==> src/rtl/satadd_pkg.sv <==
// Shared types and constants for the satadd core and its byte-stream frame controller.
// Mode encoding for satadd: bit0 selects signed operands, bit1 selects subtract.
package satadd_pkg;

    localparam int unsigned OP_W     = 12;
    localparam int unsigned MODE_W   = 2;
    localparam int unsigned BYTE_W   = 8;
    localparam int unsigned EXT_W    = OP_W + 2;
    localparam int unsigned SETTLE_W = 4;

    localparam int unsigned MODE_SIGNED_BIT = 0;
    localparam int unsigned MODE_SUB_BIT    = 1;

    localparam logic [3:0] RSP_PAD = 4'b0;

    localparam logic signed [EXT_W-1:0] SAT_U_HI = EXT_W'(4095);
    localparam logic signed [EXT_W-1:0] SAT_U_LO = EXT_W'(0);
    localparam logic signed [EXT_W-1:0] SAT_S_HI = EXT_W'(2047);
    localparam logic signed [EXT_W-1:0] SAT_S_LO = EXT_W'(-2048);

    typedef enum logic [2:0] {
        ST_RX0    = 3'd0,
        ST_RX1    = 3'd1,
        ST_RX2    = 3'd2,
        ST_RX3    = 3'd3,
        ST_SETTLE = 3'd4,
        ST_TX_HI  = 3'd5,
        ST_TX_LO  = 3'd6
    } state_e;

    typedef struct packed {
        logic [MODE_W-1:0] mode;
        logic [OP_W-1:0]   a;
        logic [OP_W-1:0]   b;
    } cmd_t;

endpackage

==> src/rtl/satadd.sv <==
// 12-bit saturating add/subtract; unsigned or signed clamp selected by mode.
module satadd
    import satadd_pkg::*;
(
    input  logic [OP_W-1:0]   a,
    input  logic [OP_W-1:0]   b,
    input  logic [MODE_W-1:0] mode,
    output logic [OP_W-1:0]   y
);

    logic signed [EXT_W-1:0] ext_a;
    logic signed [EXT_W-1:0] ext_b;
    logic signed [EXT_W-1:0] sum;
    logic signed [EXT_W-1:0] lim_hi;
    logic signed [EXT_W-1:0] lim_lo;

    // Two guard bits keep any add/sub of 12-bit operands exact before clamping.
    always_comb begin
        ext_a  = mode[MODE_SIGNED_BIT] ? $signed({{2{a[OP_W-1]}}, a}) : $signed({2'b00, a});
        ext_b  = mode[MODE_SIGNED_BIT] ? $signed({{2{b[OP_W-1]}}, b}) : $signed({2'b00, b});
        sum    = mode[MODE_SUB_BIT] ? (ext_a - ext_b) : (ext_a + ext_b);
        lim_hi = mode[MODE_SIGNED_BIT] ? SAT_S_HI : SAT_U_HI;
        lim_lo = mode[MODE_SIGNED_BIT] ? SAT_S_LO : SAT_U_LO;
        y      = sum[OP_W-1:0];
        if (sum > lim_hi) begin
            y = lim_hi[OP_W-1:0];
        end else if (sum < lim_lo) begin
            y = lim_lo[OP_W-1:0];
        end
    end

endmodule

==> src/rtl/satadd_frame_ctrl.sv <==
// Byte-stream front end: collects 4-byte command frames, runs them through satadd,
// and returns the saturated result as a 2-byte response frame.
module satadd_frame_ctrl
    import satadd_pkg::*;
#(
    parameter int unsigned SETTLE_CYCLES = 2,
    parameter int unsigned CNT_W         = 16
) (
    input  logic             clk,
    input  logic             rst_n,
    input  logic [7:0]       in_data,
    input  logic             in_valid,
    output logic             in_ready,
    output logic [7:0]       out_data,
    output logic             out_valid,
    input  logic             out_ready,
    output logic             frame_err,
    output logic [CNT_W-1:0] frame_cnt
);

    state_e               state_q, state_d;
    cmd_t                 cmd_q, cmd_d;
    logic [OP_W-1:0]      cap_q, cap_d;
    logic [SETTLE_W-1:0]  settle_q, settle_d;
    logic                 frame_err_q, frame_err_d;
    logic [CNT_W-1:0]     frame_cnt_q, frame_cnt_d;
    logic                 in_ready_q, in_ready_d;
    logic                 out_valid_q, out_valid_d;
    logic [BYTE_W-1:0]    out_data_q, out_data_d;
    logic [OP_W-1:0]      sat_y;
    logic                 in_xfer;
    logic                 out_xfer;

    satadd u_satadd (
        .a    (cmd_q.a),
        .b    (cmd_q.b),
        .mode (cmd_q.mode),
        .y    (sat_y)
    );

    assign in_xfer  = in_valid && in_ready_q;
    assign out_xfer = out_valid_q && out_ready;

    always_comb begin
        state_d     = state_q;
        cmd_d       = cmd_q;
        cap_d       = cap_q;
        settle_d    = settle_q;
        frame_err_d = 1'b0;
        frame_cnt_d = frame_cnt_q;

        case (state_q)
            ST_RX0: begin
                if (in_xfer) begin
                    if (in_data[7:2] != 6'd0) begin
                        frame_err_d = 1'b1;
                    end else begin
                        cmd_d.mode = in_data[MODE_W-1:0];
                        state_d    = ST_RX1;
                    end
                end
            end
            ST_RX1: begin
                if (in_xfer) begin
                    cmd_d.a[OP_W-1:4] = in_data;
                    state_d           = ST_RX2;
                end
            end
            ST_RX2: begin
                if (in_xfer) begin
                    cmd_d.a[3:0]      = in_data[7:4];
                    cmd_d.b[OP_W-1:8] = in_data[3:0];
                    state_d           = ST_RX3;
                end
            end
            ST_RX3: begin
                // SETTLE spans SETTLE_CYCLES+1 cycles, so out_valid rises
                // SETTLE_CYCLES+1 edges after the byte3 handshake.
                if (in_xfer) begin
                    cmd_d.b[7:0] = in_data;
                    settle_d     = SETTLE_W'(SETTLE_CYCLES);
                    state_d      = ST_SETTLE;
                end
            end
            ST_SETTLE: begin
                if (settle_q == SETTLE_W'(0)) begin
                    cap_d   = sat_y;
                    state_d = ST_TX_HI;
                end else begin
                    settle_d = settle_q - SETTLE_W'(1);
                end
            end
            ST_TX_HI: begin
                if (out_xfer) begin
                    state_d = ST_TX_LO;
                end
            end
            ST_TX_LO: begin
                if (out_xfer) begin
                    frame_cnt_d = frame_cnt_q + CNT_W'(1);
                    state_d     = ST_RX0;
                end
            end
            default: begin
                state_d = ST_RX0;
            end
        endcase

        // Handshake flags and response byte are registered images of the next state.
        in_ready_d  = (state_d == ST_RX0) || (state_d == ST_RX1) ||
                      (state_d == ST_RX2) || (state_d == ST_RX3);
        out_valid_d = (state_d == ST_TX_HI) || (state_d == ST_TX_LO);
        out_data_d  = '0;
        if (state_d == ST_TX_HI) begin
            out_data_d = {RSP_PAD, cap_d[OP_W-1:BYTE_W]};
        end else if (state_d == ST_TX_LO) begin
            out_data_d = cap_d[BYTE_W-1:0];
        end
    end

    always_ff @(posedge clk or negedge rst_n) begin
        if (!rst_n) begin
            state_q     <= ST_RX0;
            cmd_q       <= '0;
            cap_q       <= '0;
            settle_q    <= '0;
            frame_err_q <= 1'b0;
            frame_cnt_q <= '0;
            in_ready_q  <= 1'b1;
            out_valid_q <= 1'b0;
            out_data_q  <= '0;
        end else begin
            state_q     <= state_d;
            cmd_q       <= cmd_d;
            cap_q       <= cap_d;
            settle_q    <= settle_d;
            frame_err_q <= frame_err_d;
            frame_cnt_q <= frame_cnt_d;
            in_ready_q  <= in_ready_d;
            out_valid_q <= out_valid_d;
            out_data_q  <= out_data_d;
        end
    end

    assign in_ready  = in_ready_q;
    assign out_valid = out_valid_q;
    assign out_data  = out_data_q;
    assign frame_err = frame_err_q;
    assign frame_cnt = frame_cnt_q;

endmodule

==> config.mk <==
export PLATFORM = sky130hd
export DESIGN_NAME = satadd_frame_ctrl
export DESIGN_NICKNAME = d
export VERILOG_FILES = /design/src/rtl/satadd_pkg.sv /design/src/rtl/satadd.sv /design/src/rtl/satadd_frame_ctrl.sv
export SDC_FILE = /design/constraint.sdc
export NUM_CORES = 1
export LEC_CHECK = 0
export BUFFER_PORTS_ARGS = -buffer_cell sky130_fd_sc_hd__buf_2
export CORE_ASPECT_RATIO = 0.6
export CORE_MARGIN = 4
export CORE_UTILIZATION = 60
export CTS_CLUSTER_SIZE = 8
export DETAILED_ROUTE_END_ITERATION = 6
export GPL_TIMING_DRIVEN = 0
export MAX_ROUTING_LAYER = met4
export PLACE_DENSITY = 0.9
export SLEW_MARGIN = 20
export SYNTH_ARGS = -nofsm -noshare
export SYNTH_HDL_FRONTEND = slang
export SYNTH_SLANG_ARGS = --single-unit
==> constraint.sdc <==
create_clock -name clk -period 5.31 [get_ports clk]
set_input_delay 0.2655 -clock clk [delete_from_list [all_inputs] [get_ports clk]]
set_output_delay 0.2655 -clock clk [all_outputs]
set_load 0.05 [all_outputs]
==> flow_summary.toml <==
[outcome]
outcome = "finished, final reports clean"

[sta]
holdWs_ns = 0.2151
max_freq_ghz = 0.2021
fin_crit_ns = 4.949
fin_crit_sh_pct = 93.20
slew_headroom_pct = 29.53
finalSetupViolCount = 0
drv_slew = 0
worst_pin_slew_ns = 1.049
skew_ns = 0.005178
rsz0062_at_grt = "no"
finalHoldViolCount = 0
fin_setup_tns_ns = 0

[clocking]
h-tree-depth = 3
cts.path.max_buffers = 2
insertion_delay_ns = 0.34
clockRootBuffer = "clkbuf_16"
cts_tree = "yes"
clkSinkCount = 72
post_cts_buffers = 0
clkTransAtPathRegs_ns = 0.06
numCtsBuffers = 9

[die]
die_height_um = 72.30
die_w_um = 115.2
core_um2 = 6676
start_util_pct = 61.92
ios = 39
dieArea_um2 = 8325
fp-row-count = 23

[synthesis]
synth_flop_cell = "dfrtp_1"
syn_inst = 416
synth_top_area_share_pct = 42.98
async_flop_share_pct = 100.0
synth_area_um2 = 4134
yosys_warnings = 0
syn_avg_cell_area_um2 = 9.937
synth_area_leaders = "dfrtp_1, ha_1, xnor2_1"
ys_ff_latch = 72
synth_edf_count = 0
synth_nets = 450
synth_top_cell_by_area = "dfrtp_1"
yosysSeqAreaShare_pct = 43.61
synth.distinct_cells = 58

[cells_and_area]
final_nets = 501
drive_gt1_share_pct = 18.86
area_growth_pct = 14.86
antenna_cells = 0

[worst_setup_path]
cp.depth = 18
critPathLaunchType = "flop"
reg2reg_depth = 18
path_delay_family = "compound AO/OA/AOI/OAI gates"
crit_path_end_kind = "flop"
critPathRequiredTime_ns = 5.50
cp_slowest_stage_delay_ns = 0.43
path_cells = "clkbuf_1 -> clkbuf_2 -> mux2i_1 -> ha_1 -> nor2b_1 -> o31a_1 -> o21ai_1 -> a21oi_1 -> xnor2_1 -> inv_1 -> ha_1 -> nand2_1 -> nor3_1 -> and4_1 -> nand3_1 -> o311a_4 -> o31ai_1 -> o21ai_1"
cpMaxStageDelayCell = "o311a_4"
path_buf_inv = 3
cp_max_fo = 10
arrival_ns = 5.14
criticalPathCategory = "flop to flop"

[global_routing]
use_met1_pct = 35.41
grt_pass1_vias = 3412
grt_pass1_wl_um = 16680
antenna_found_initial = 0
grt_use_met3_pct = 8.417
grt_busiest_layer = "met2"
overflow = 0
grt_max_degree = 42
grt.total_usage_pct = 26.61
use_met2_pct = 39.81

[drt]
dr.pass1.iters = 5
drt-initial-drc-count = 251
wl_um = 10130
remaining_drc_errors = 0
post_drt_via_cell_ratio = 6.208
drtAntennaViolNets = 0
dr_total_vias = 3470
drt-wirelength-per-cell_um = 18.12

[pwr]
p_per_area_nw_per_um2 = 761.2
power_leakage_nw = 2.218
vdd_drop_max_v = 0.0004343
p_total_mw = 3.614

[placed_design]
hpwlAfterDp_um = 7377
place.gp.congestion = 0.9310
io_buffer_count = 38

[job]
cap_violations = 0

[hold_path]
hold_class = "input pin to flop"
hold_depth = 3
## layout make-up
type,count,area [um2]
multi-input combinational,311,2203
fill,465,1928
sequential,72,1803
clock buffer,11,242.7
timing repair buffer,40,222.7
tap,87,108.9
inverter,20,75.07
buffer,13,58.81
clock inverter,5,33.78
## synth_stat cells, types with 4 or more instances
cell type / number
nand2_1: 35
xnor2_1: 29
mux2_2: 21
a311oi_1: 4
o21ai_1: 6
o21ai_0: 18
a31oi_1: 5
nand3_1: 12
xor2_1: 7
and2_1: 4
o21a_1: 5
nor3_1: 12
a211oi_1: 4
ha_1: 21
a21oi_1: 29
o221ai_1: 4
dfrtp_1: 71
nor2_1: 27
nand4_1: 4
inv_1: 20
nand2b_1: 5
clkbuf_1: 10
and3_1: 5
## routing by layer
layer	vias up	part of all wire, %
li1	1599	-
met1	1714	45
met2	134	46
met3	23	7.9
met4	0	1.7
met5	-	0
## report_power, final
part / leakage, nW / internal [mW] / switching [mW] / total [mW]
Sequential: 0.928 / 0.730 / 0.150 / 0.881
Combinational: 1.16 / 0.827 / 1.35 / 2.18
Clock: 0.132 / 0.328 / 0.228 / 0.555
Total: 2.22 / 1.89 / 1.73 / 3.61
## layout by cell type (no fill, tap or decap), types with 7 or more instances in the layout
cell / synthesis / final
nor3_1: 12 / 11
buf_2: 1 / 38
xnor2_1: 29 / 29
dfrtp_1: 71 / 71
o21ai_0: 18 / 17
o21ai_1: 6 / 7
nand3_1: 12 / 12
a21oi_1: 29 / 29
clkbuf_16: 0 / 9
ha_1: 21 / 21
nand2_1: 35 / 35
nor2_1: 27 / 27
clkbuf_1: 10 / 10
xor2_1: 7 / 7
inv_1: 20 / 20
mux2_2: 21 / 21
## flip-flops by register name (all words and copies together) (netlist names)
name / count
cmd_q: 26
frame_cnt: 16
cap_q: 12
out_data: 8
settle_q: 4
state_q: 3
frame_err: 1
in_ready: 1
out_valid: 1
## worst min-delay path, cell delays in order
cell	delay [ns]
buf_2	0.13
nand2_1	0.06
o21ai_0	0.06
## repair_timing
action	CTS	global route
endpoints found under the setup margin	0	20
hold buffers	1	0
hold endpoints to repair	31	0
gates resized for setup	0	3
## metrics by stage
stage | utilization (%) | setup WS [ns] | cell area, um2 | instances
final | 71.12 | 0.3612 | 4748 | 559
after global routing | 71.12 | 0.1059 | 4748 | 559
after global placement | 66.40 | 0.5407 | 4433 | 541
after floorplan | - | 1.266 | 4134 | 416
after detailed placement | 66.74 | 0.2691 | 4456 | 542
after CTS | 71.03 | 0.2116 | 4742 | 559
## logic make-up (layout without fill, tap and decap cells)
family	after synthesis	after routing	share of synthesized area, %
buffers and inverters	33	89	3.208
XOR/XNOR	36	36	7.627
adder cells (fa/ha/maj)	22	22	6.840
AO/OA/AOI/OAI	100	100	16.13
flip-flops	72	72	43.61
AND/OR/NAND/NOR	128	128	15.83
multiplexers	25	25	6.749
## path summary, 6_finish.rpt
check	slack [ns]	to	startpoint
worst max-delay path	0.36	out_data[3]$_DFF_PN0_	cmd_q[25]$_DFFE_PN0P_
max in group asynchronous	4.28	in_ready$_DFF_PN1_	rst_n
worst min register to register	0.48	frame_cnt[15]$_DFFE_PN0P_	frame_cnt[15]$_DFFE_PN0P_
worst min-delay path	0.22	cmd_q[7]$_DFFE_PN0P_	in_data[7]
min in group asynchronous	0.41	out_data[3]$_DFF_PN0_	rst_n
worst max register to register	0.36	out_data[3]$_DFF_PN0_	cmd_q[25]$_DFFE_PN0P_
Note: power is estimated with default switching activity, not from simulation.
